**src/rtl/axi_dw_pkg.sv**
```systemverilog
// axi_dw_pkg: shared FSM state, command record and width helpers for the W-channel downsizer.
package axi_dw_pkg;
   typedef enum logic {IDLE, SPLIT} state_e;
   typedef struct packed {
      logic [7:0] addr;
      logic [2:0] size;
      logic [7:0] len;
   } cmd_t;
   function automatic int unsigned off_bits(input int unsigned dw);
      return $clog2(dw / 8);
   endfunction
   function automatic int unsigned num_beats(input logic [2:0] size, input int unsigned off_n);
      return (32'(size) > off_n) ? 32'd1 << (32'(size) - off_n) : 32'd1;
   endfunction
endpackage

```
**src/rtl/fifo_v3.sv**
```systemverilog
// fifo_v3: command queue exposing the head and the entry behind it; push while full is allowed with a pop.
module fifo_v3 #(
   parameter int unsigned Depth = 4,
   parameter int unsigned Width = 8
) (
   input  logic                         clk,
   input  logic                         rst_n,
   input  logic                         push_i,
   input  logic                         pop_i,
   input  logic [Width-1:0]             data_i,
   output logic [Width-1:0]             data_o,
   output logic [Width-1:0]             nxt_o,
   output logic [$clog2(Depth+1)-1:0]   cnt_o,
   output logic                         full_o,
   output logic                         empty_o
);
   localparam int unsigned PW = $clog2(Depth);
   localparam int unsigned CW = $clog2(Depth + 1);
   logic [Width-1:0] mem_q [Depth];
   logic [Width-1:0] mem_d [Depth];
   logic [PW-1:0] wr_q, wr_d, rd_q, rd_d, rd_nxt;
   logic [CW-1:0] cnt_q, cnt_d;
   logic do_push, do_pop;
   function automatic logic [PW-1:0] inc(input logic [PW-1:0] p);
      return (p == PW'(Depth - 1)) ? '0 : p + 1'b1;
   endfunction
   always_comb begin
      rd_nxt = inc(rd_q);
      data_o = mem_q[rd_q];
      nxt_o = mem_q[rd_nxt];
      cnt_o = cnt_q;
      full_o = cnt_q == CW'(Depth);
      empty_o = cnt_q == '0;
      do_pop = pop_i && !empty_o;
      do_push = push_i && (!full_o || do_pop);
      mem_d = mem_q;
      wr_d = do_push ? inc(wr_q) : wr_q;
      rd_d = do_pop ? rd_nxt : rd_q;
      cnt_d = cnt_q + CW'(do_push) - CW'(do_pop);
      if (do_push) mem_d[wr_q] = data_i;
   end
   always_ff @(posedge clk or posedge rst_n) begin
      if (rst_n) begin
         mem_q <= '{default: '0};
         wr_q <= '0;
         rd_q <= '0;
         cnt_q <= '0;
      end else begin
         mem_q <= mem_d;
         wr_q <= wr_d;
         rd_q <= rd_d;
         cnt_q <= cnt_d;
      end
   end
endmodule

```
**src/rtl/axi_w_dw_downsizer.sv**
```systemverilog
// axi_w_dw_downsizer: splits each wide W beat into narrow beats following the queued AW command.
module axi_w_dw_downsizer
   import axi_dw_pkg::*;
#(
   parameter int unsigned SlvDataWidth = 64,
   parameter int unsigned MstDataWidth = 32,
   parameter int unsigned UserWidth = 8,
   parameter int unsigned CmdDepth = 4
) (
   input  logic                               clk,
   input  logic                               rst_n,
   input  logic                               cmd_valid_i,
   output logic                               cmd_ready_o,
   input  logic [$clog2(SlvDataWidth/8)-1:0]  cmd_addr_i,
   input  logic [2:0]                         cmd_size_i,
   input  logic [7:0]                         cmd_len_i,
   input  logic [SlvDataWidth-1:0]            slv_w_data_i,
   input  logic [SlvDataWidth/8-1:0]          slv_w_strb_i,
   input  logic [UserWidth-1:0]               slv_w_user_i,
   input  logic                               slv_w_last_i,
   input  logic                               slv_w_valid_i,
   output logic                               slv_w_ready_o,
   output logic [MstDataWidth-1:0]            mst_w_data_o,
   output logic [MstDataWidth/8-1:0]          mst_w_strb_o,
   output logic [UserWidth-1:0]               mst_w_user_o,
   output logic                               mst_w_last_o,
   output logic                               mst_w_valid_o,
   input  logic                               mst_w_ready_i,
   output logic                               last_err_o
);
   localparam int unsigned OffW = off_bits(SlvDataWidth);
   localparam int unsigned OffN = off_bits(MstDataWidth);
   localparam int unsigned RW = OffW - OffN;
   localparam int unsigned CW = $clog2(CmdDepth + 1);
   state_e state_q, state_d;
   cmd_t cmd_in, head, nxt, ccmd;
   logic [CW-1:0] cnt;
   logic full, empty, nfin, fin, pop, acc, is_last;
   logic [7:0] mask, baddr;
   logic [SlvDataWidth-1:0] data_q, data_d;
   logic [SlvDataWidth/8-1:0] strb_q, strb_d;
   logic [UserWidth-1:0] user_q, user_d;
   logic [7:0] addr_q, addr_d, naddr_q, naddr_d, beat_cnt_q, beat_cnt_d;
   logic [2:0] size_q, size_d;
   logic [RW:0] nar_cnt_q, nar_cnt_d;
   logic blast_q, blast_d, last_err_q, last_err_d;
   logic [RW-1:0] idx;
   fifo_v3 #(.Depth(CmdDepth), .Width($bits(cmd_t))) i_cmd_fifo (
      .clk(clk), .rst_n(rst_n), .push_i(cmd_valid_i && cmd_ready_o), .pop_i(pop),
      .data_i(cmd_in), .data_o(head), .nxt_o(nxt), .cnt_o(cnt), .full_o(full), .empty_o(empty)
   );
   always_comb begin
      cmd_in = '{addr: 8'(cmd_addr_i), size: cmd_size_i, len: cmd_len_i};
      nfin = state_q == SPLIT && nar_cnt_q == (RW+1)'(num_beats(size_q, OffN) - 1);
      fin = nfin && mst_w_ready_i;
      pop = fin && blast_q;
      cmd_ready_o = !full || pop;
      // a beat accepted while the current command retires belongs to the next queued command
      slv_w_ready_o = (state_q == IDLE) ? !empty : fin && (!blast_q || cnt > CW'(1));
      acc = slv_w_valid_i && slv_w_ready_o;
      ccmd = (state_q == SPLIT && blast_q) ? nxt : head;
      mask = 8'((32'd1 << ccmd.size) - 1);
      baddr = (beat_cnt_q == '0) ? ccmd.addr & ~mask : naddr_q;
      is_last = beat_cnt_q == ccmd.len;
      state_d = state_q;
      data_d = data_q;
      strb_d = strb_q;
      user_d = user_q;
      addr_d = addr_q;
      naddr_d = naddr_q;
      beat_cnt_d = beat_cnt_q;
      size_d = size_q;
      nar_cnt_d = nar_cnt_q;
      blast_d = blast_q;
      last_err_d = 1'b0;
      if (acc) begin
         state_d = SPLIT;
         data_d = slv_w_data_i;
         strb_d = slv_w_strb_i;
         user_d = slv_w_user_i;
         addr_d = baddr;
         size_d = ccmd.size;
         blast_d = is_last;
         nar_cnt_d = '0;
         beat_cnt_d = is_last ? '0 : beat_cnt_q + 8'd1;
         naddr_d = (baddr + 8'(32'd1 << ccmd.size)) & 8'(SlvDataWidth / 8 - 1);
         last_err_d = slv_w_last_i != is_last;
      end else if (fin) begin
         state_d = IDLE;
         nar_cnt_d = '0;
      end else if (state_q == SPLIT && mst_w_ready_i) begin
         nar_cnt_d = nar_cnt_q + 1'b1;
      end
      idx = RW'(addr_q >> OffN) + RW'(nar_cnt_q);
      mst_w_data_o = data_q[idx*MstDataWidth +: MstDataWidth];
      mst_w_strb_o = strb_q[idx*(MstDataWidth/8) +: MstDataWidth/8];
      mst_w_user_o = user_q;
      mst_w_valid_o = state_q == SPLIT;
      mst_w_last_o = nfin && blast_q;
      last_err_o = last_err_q;
   end
   always_ff @(posedge clk or posedge rst_n) begin
      if (rst_n) begin
         state_q <= IDLE;
         data_q <= '0;
         strb_q <= '0;
         user_q <= '0;
         addr_q <= '0;
         naddr_q <= '0;
         beat_cnt_q <= '0;
         size_q <= '0;
         nar_cnt_q <= '0;
         blast_q <= 1'b0;
         last_err_q <= 1'b0;
      end else begin
         state_q <= state_d;
         data_q <= data_d;
         strb_q <= strb_d;
         user_q <= user_d;
         addr_q <= addr_d;
         naddr_q <= naddr_d;
         beat_cnt_q <= beat_cnt_d;
         size_q <= size_d;
         nar_cnt_q <= nar_cnt_d;
         blast_q <= blast_d;
         last_err_q <= last_err_d;
      end
   end
endmodule

```
**config.mk**
```make
export PLATFORM = sky130hd
export DESIGN_NAME = axi_w_dw_downsizer
export DESIGN_NICKNAME = d
export VERILOG_FILES = /design/src/rtl/axi_dw_pkg.sv /design/src/rtl/fifo_v3.sv /design/src/rtl/axi_w_dw_downsizer.sv
export SDC_FILE = /design/constraint.sdc
export NUM_CORES = 1
export LEC_CHECK = 0
export BUFFER_PORTS_ARGS = -buffer_cell sky130_fd_sc_hd__clkbuf_2
export CAP_MARGIN = 5
export CORE_ASPECT_RATIO = 1.4
export CORE_MARGIN = 8
export CORE_UTILIZATION = 45
export DETAILED_ROUTE_END_ITERATION = 10
export PLACE_DENSITY = 0.76
export SYNTH_ARGS = -nofsm -noshare
export SYNTH_HDL_FRONTEND = slang
export SYNTH_HIERARCHICAL = 1
export SYNTH_SLANG_ARGS = --single-unit
```
**constraint.sdc**
```tcl
create_clock -name clk -period 3.1 [get_ports clk]
set_input_delay 0 -clock clk [delete_from_list [all_inputs] [get_ports clk]]
set_output_delay 0 -clock clk [all_outputs]
set_load 0.02 [all_outputs]
```
==> results.md <==
- The run finished with clean final reports.
- In this run the deepest clock path goes through 2 buffers.
- The initialized floorplan defines 58 standard-cell rows.
- The type of origin of the critical path is a flip-flop.
- Entering global routing, the biggest net connects 67 pins.
- The setup total negative slack is 0 ns.
- The endpoint type of the worst setup path is a flip-flop.
- Setup repair after global routing could not meet its margin everywhere.
- For this run the aggregate overflow at the end of global routing stands at 0.
- The level count of the clock H-tree is 4.
- The final critical path takes up a little over nine tenths of the cycle.
- The highest-delay cell along the critical path is dfrtp_1.
- Walking the worst path, the cells encountered are inv_2 > ha_4 > o21bai_4 > a21oi_4 > xnor2_2 > and2_4 > nand4_1 > a21boi_2 > nand2b_4 > ha_4 > inv_2 > ha_4 > fa_2 > xor2_1 > xnor2_1.
- The mean routed wirelength per cell is 19.1 um.
- The floorplan step defined a die boundary enclosing 0.0229 mm2.
- The number of antenna violations at the first check in global routing is 0.
- The time the final worst path needs with I/O delays and setup is 3.07 ns.
- The net count of the mapped netlist is 696.
- The worst flop-to-flop path startpoint is size_q[1].
- The worst register-to-register path has a depth of 15.
- The worst hold path class is input pin to flip-flop.
- The first-pass detailed-route iteration total is 4.
- After detailed placement, the design holds a cell count of 964.
- The critical path is of the flip-flop to flip-flop type.
- The number of primary I/O pins is 149.
- The worst register-to-register path ends at i_cmd_fifo/cnt_o[2].
- The net count of the finished layout is 959.
- The start point of the critical path is size_q[1].
- Of all nets on the critical path, the largest fanout is 4.
- For the worst-skew pair, the clock arrives at the later sink with an insertion delay of around 0.42 ns.
- The share of layout cells above drive strength 1 is between 40% and 50%.
- VDD sags by at most 0.692 mV.
- The DRC violation count after routing is 0.
- The maximum achievable frequency is 0.326 GHz.
- The largest single stage delay on the critical path is 0.39 ns.
- The root buffer cell is clkbuf_16.
- In this run the tool buffered the top-level ports with roughly 150 buffer cells.
- Setup violations remaining at the end of the flow were counted as 0.
- The final wirelength is 21000 um.
- The number of global-route vias before repair is 6441.
- The average vias per placed instance is between 5 and 6.
- The design draws between 10 and 15 mW.
- The overall track demand over capacity in global routing is 18.8%.
- Counting the fill cells in the layout gives ~1300.
- The clock tree from TritonCTS is yes.
- The tree built by TritonCTS fans out to 163 sinks.
- The endpoint of the most critical setup path is i_cmd_fifo/cnt_o[2].
- From synthesis to final layout, the design area changed by 34.2%.
- After clock tree synthesis, the clock-pin slew on the worst setup and hold paths is around 0.070 ns.
- TritonCTS created 17 clock buffers.
- The starting utilization of the core area is 45.9%.
- The critical path data required time is 3.44 ns.
- The slew at the pin closest to its max-slew limit is 0.978 ns.
- At the end of routability-driven placement, the weighted congestion stood at 0.862.
- The cell seen most often among critical-path stages is ha_4.
- The first-pass GRT wire length is 33800 um.
- The number of pins exceeding their max-slew limit in the final report is 0.
- The normalized max-slew margin is 34.7%.
- Averaged over all synthesized cells, the footprint is 14.1 um2.
- In this run the power density over the cells is 1100 mW/mm2.
- The post-synthesis cell area is slightly above 0.008 mm2.
- The detailed router placed slightly below 6000 vias in this run.
- The count of yosys warnings during synthesis is 6.
- The detailed router finished its first iteration with 255 violations.
- The horizontal extent of the die is 130 um.
- Across the run, the number of max-cap violations was 0.
- The count of cells in the finished layout, fillers not included, comes to 1098.
- The setup check on the worst reg-to-reg path leaves a slack of roughly 0.034 ns.
- The clock arrives with 0.0164 ns of skew.
- The final antenna diode count is 0.
- The number of routed nets with antenna violations is 0.
- The total count of hold-check failures in the final report is 0.
- From bottom edge to top edge, the die measures approximately 180 um.
- The wire-length estimate of the detail-placed layout is roughly 14000 um.
- The leakage power is 4.91 nW.
- The number of cells on the worst hold path is 2.
- The area inside the core boundary is 0.0179 mm2.
- Data on the critical path arrives at its endpoint at 3.40 ns.
- The number of instances in the synthesized netlist is 583.
==> cell usage in the layout (no fill, tap or decap), types with 3 or more instances in the layout <==
master,instances
a22o_1,3
ha_1,7
clkinvlp_4,4
mux2_2,120
a21oi_1,6
nor3_1,5
nand3_1,3
nand2b_1,3
inv_2,6
o21ai_0,8
mux2_1,62
dlygate4sd3_1,97
xnor2_1,13
nand4_1,5
o31ai_1,3
mux4_2,28
nor2_2,4
buf_12,7
ha_4,3
clkbuf_2,148
and3_1,4
o211ai_1,3
inv_6,6
buf_4,26
dfrtp_1,162
clkbuf_16,17
xor2_1,9
inv_1,13
nor2_1,12
nand2_1,24
mux2i_1,5
==> repair_timing <==
| action | in CTS | in global routing |
|---|---|---|
| hold endpoints to repair | 248 | 0 |
| setup endpoints to repair | 1 | 2 |
| hold buffers | 97 | 0 |
| gates cloned | 0 | 0 |
| resized for setup | 4 | 4 |
| pin swaps | 7 | 6 |
| buffers inserted | 4 | 2 |
==> layer usage <==
layer  vias to the layer above  global-route usage, %  routed length (um)
li1                       2635                      -                   -
met1                      2940                   20.4                7940
met2                       159                   34.5               11300
met3                        31                   4.17                1250
met4                         0                   7.38                 465
met5                         -                      0                   0
==> registers in the layout, indices dropped and copies added, names as in the netlist, 2 cells and up <==
register / cells
i_cmd_fifo/cnt_o: 3
nar_cnt_q: 2
naddr_q: 3
strb_q: 8
i_cmd_fifo/mem_q: 56
beat_cnt_q: 8
i_cmd_fifo/wr_q: 2
mst_w_user_o: 8
data_q: 64
i_cmd_fifo/rd_q: 2
size_q: 3
==> worst min-delay path by stage <==
stage	endpoint	from
5_1_grt	mst_w_valid_o	slv_w_valid_i
3_5_place_dp	mst_w_user_o[0]	rst_n
2_1_floorplan	mst_w_user_o[6]	slv_w_user_i[6]
6_report	mst_w_valid_o	slv_w_valid_i
4_1_cts	mst_w_valid_o	slv_w_valid_i
3_3_place_gp	mst_w_user_o[0]	rst_n
==> cell type report <==
| type | count | area, um2 | area share, % |
|---|---|---|---|
| Sequential cell | 163 | 4080 | 37.0 |
| Multi-Input combinational cell | 366 | 3950 | 35.8 |
| Timing Repair Buffer | 278 | 2050 | 18.5 |
| Clock buffer | 17 | 425 | 3.85 |
| Tap cell | 240 | 300 | 2.72 |
| Clock inverter | 14 | 153 | 1.38 |
| Inverter | 20 | 77.6 | 0.703 |
==> worst max-delay path, delay by kind of cell, from the launching register on <==
family	cells	cell delay, ns
buf+inv	2	0.13
flops	1	0.39
fa+ha+maj	4	0.94
simple gates	3	0.43
compound gates	3	0.62
xor+xnor	3	0.47
==> report_power, final <==
part / internal (mW) / switching (mW) / total [mW]
sequential: 3.20 / 0.787 / 3.99
clock: 1.19 / 0.870 / 2.06
combinational: 3.15 / 2.96 / 6.11
==> through the flow <==
step / area, um2 / worst slack, ns / utilization (%) / hold slack [ns]
floorplan: 8300 / -0.122 / - / 0.132
global placement: 9400 / 0.0222 / 52.5 / 0.179
detailed placement: 9400 / -0.142 / 52.5 / 0.202
CTS: 11000 / 0.00118 / 61.4 / 0.0572
global route: 11000 / -0.0753 / 61.6 / 0.0767
finish: 11000 / 0.0341 / 61.6 / 0.0762
(Power assumes the default switching activity.)
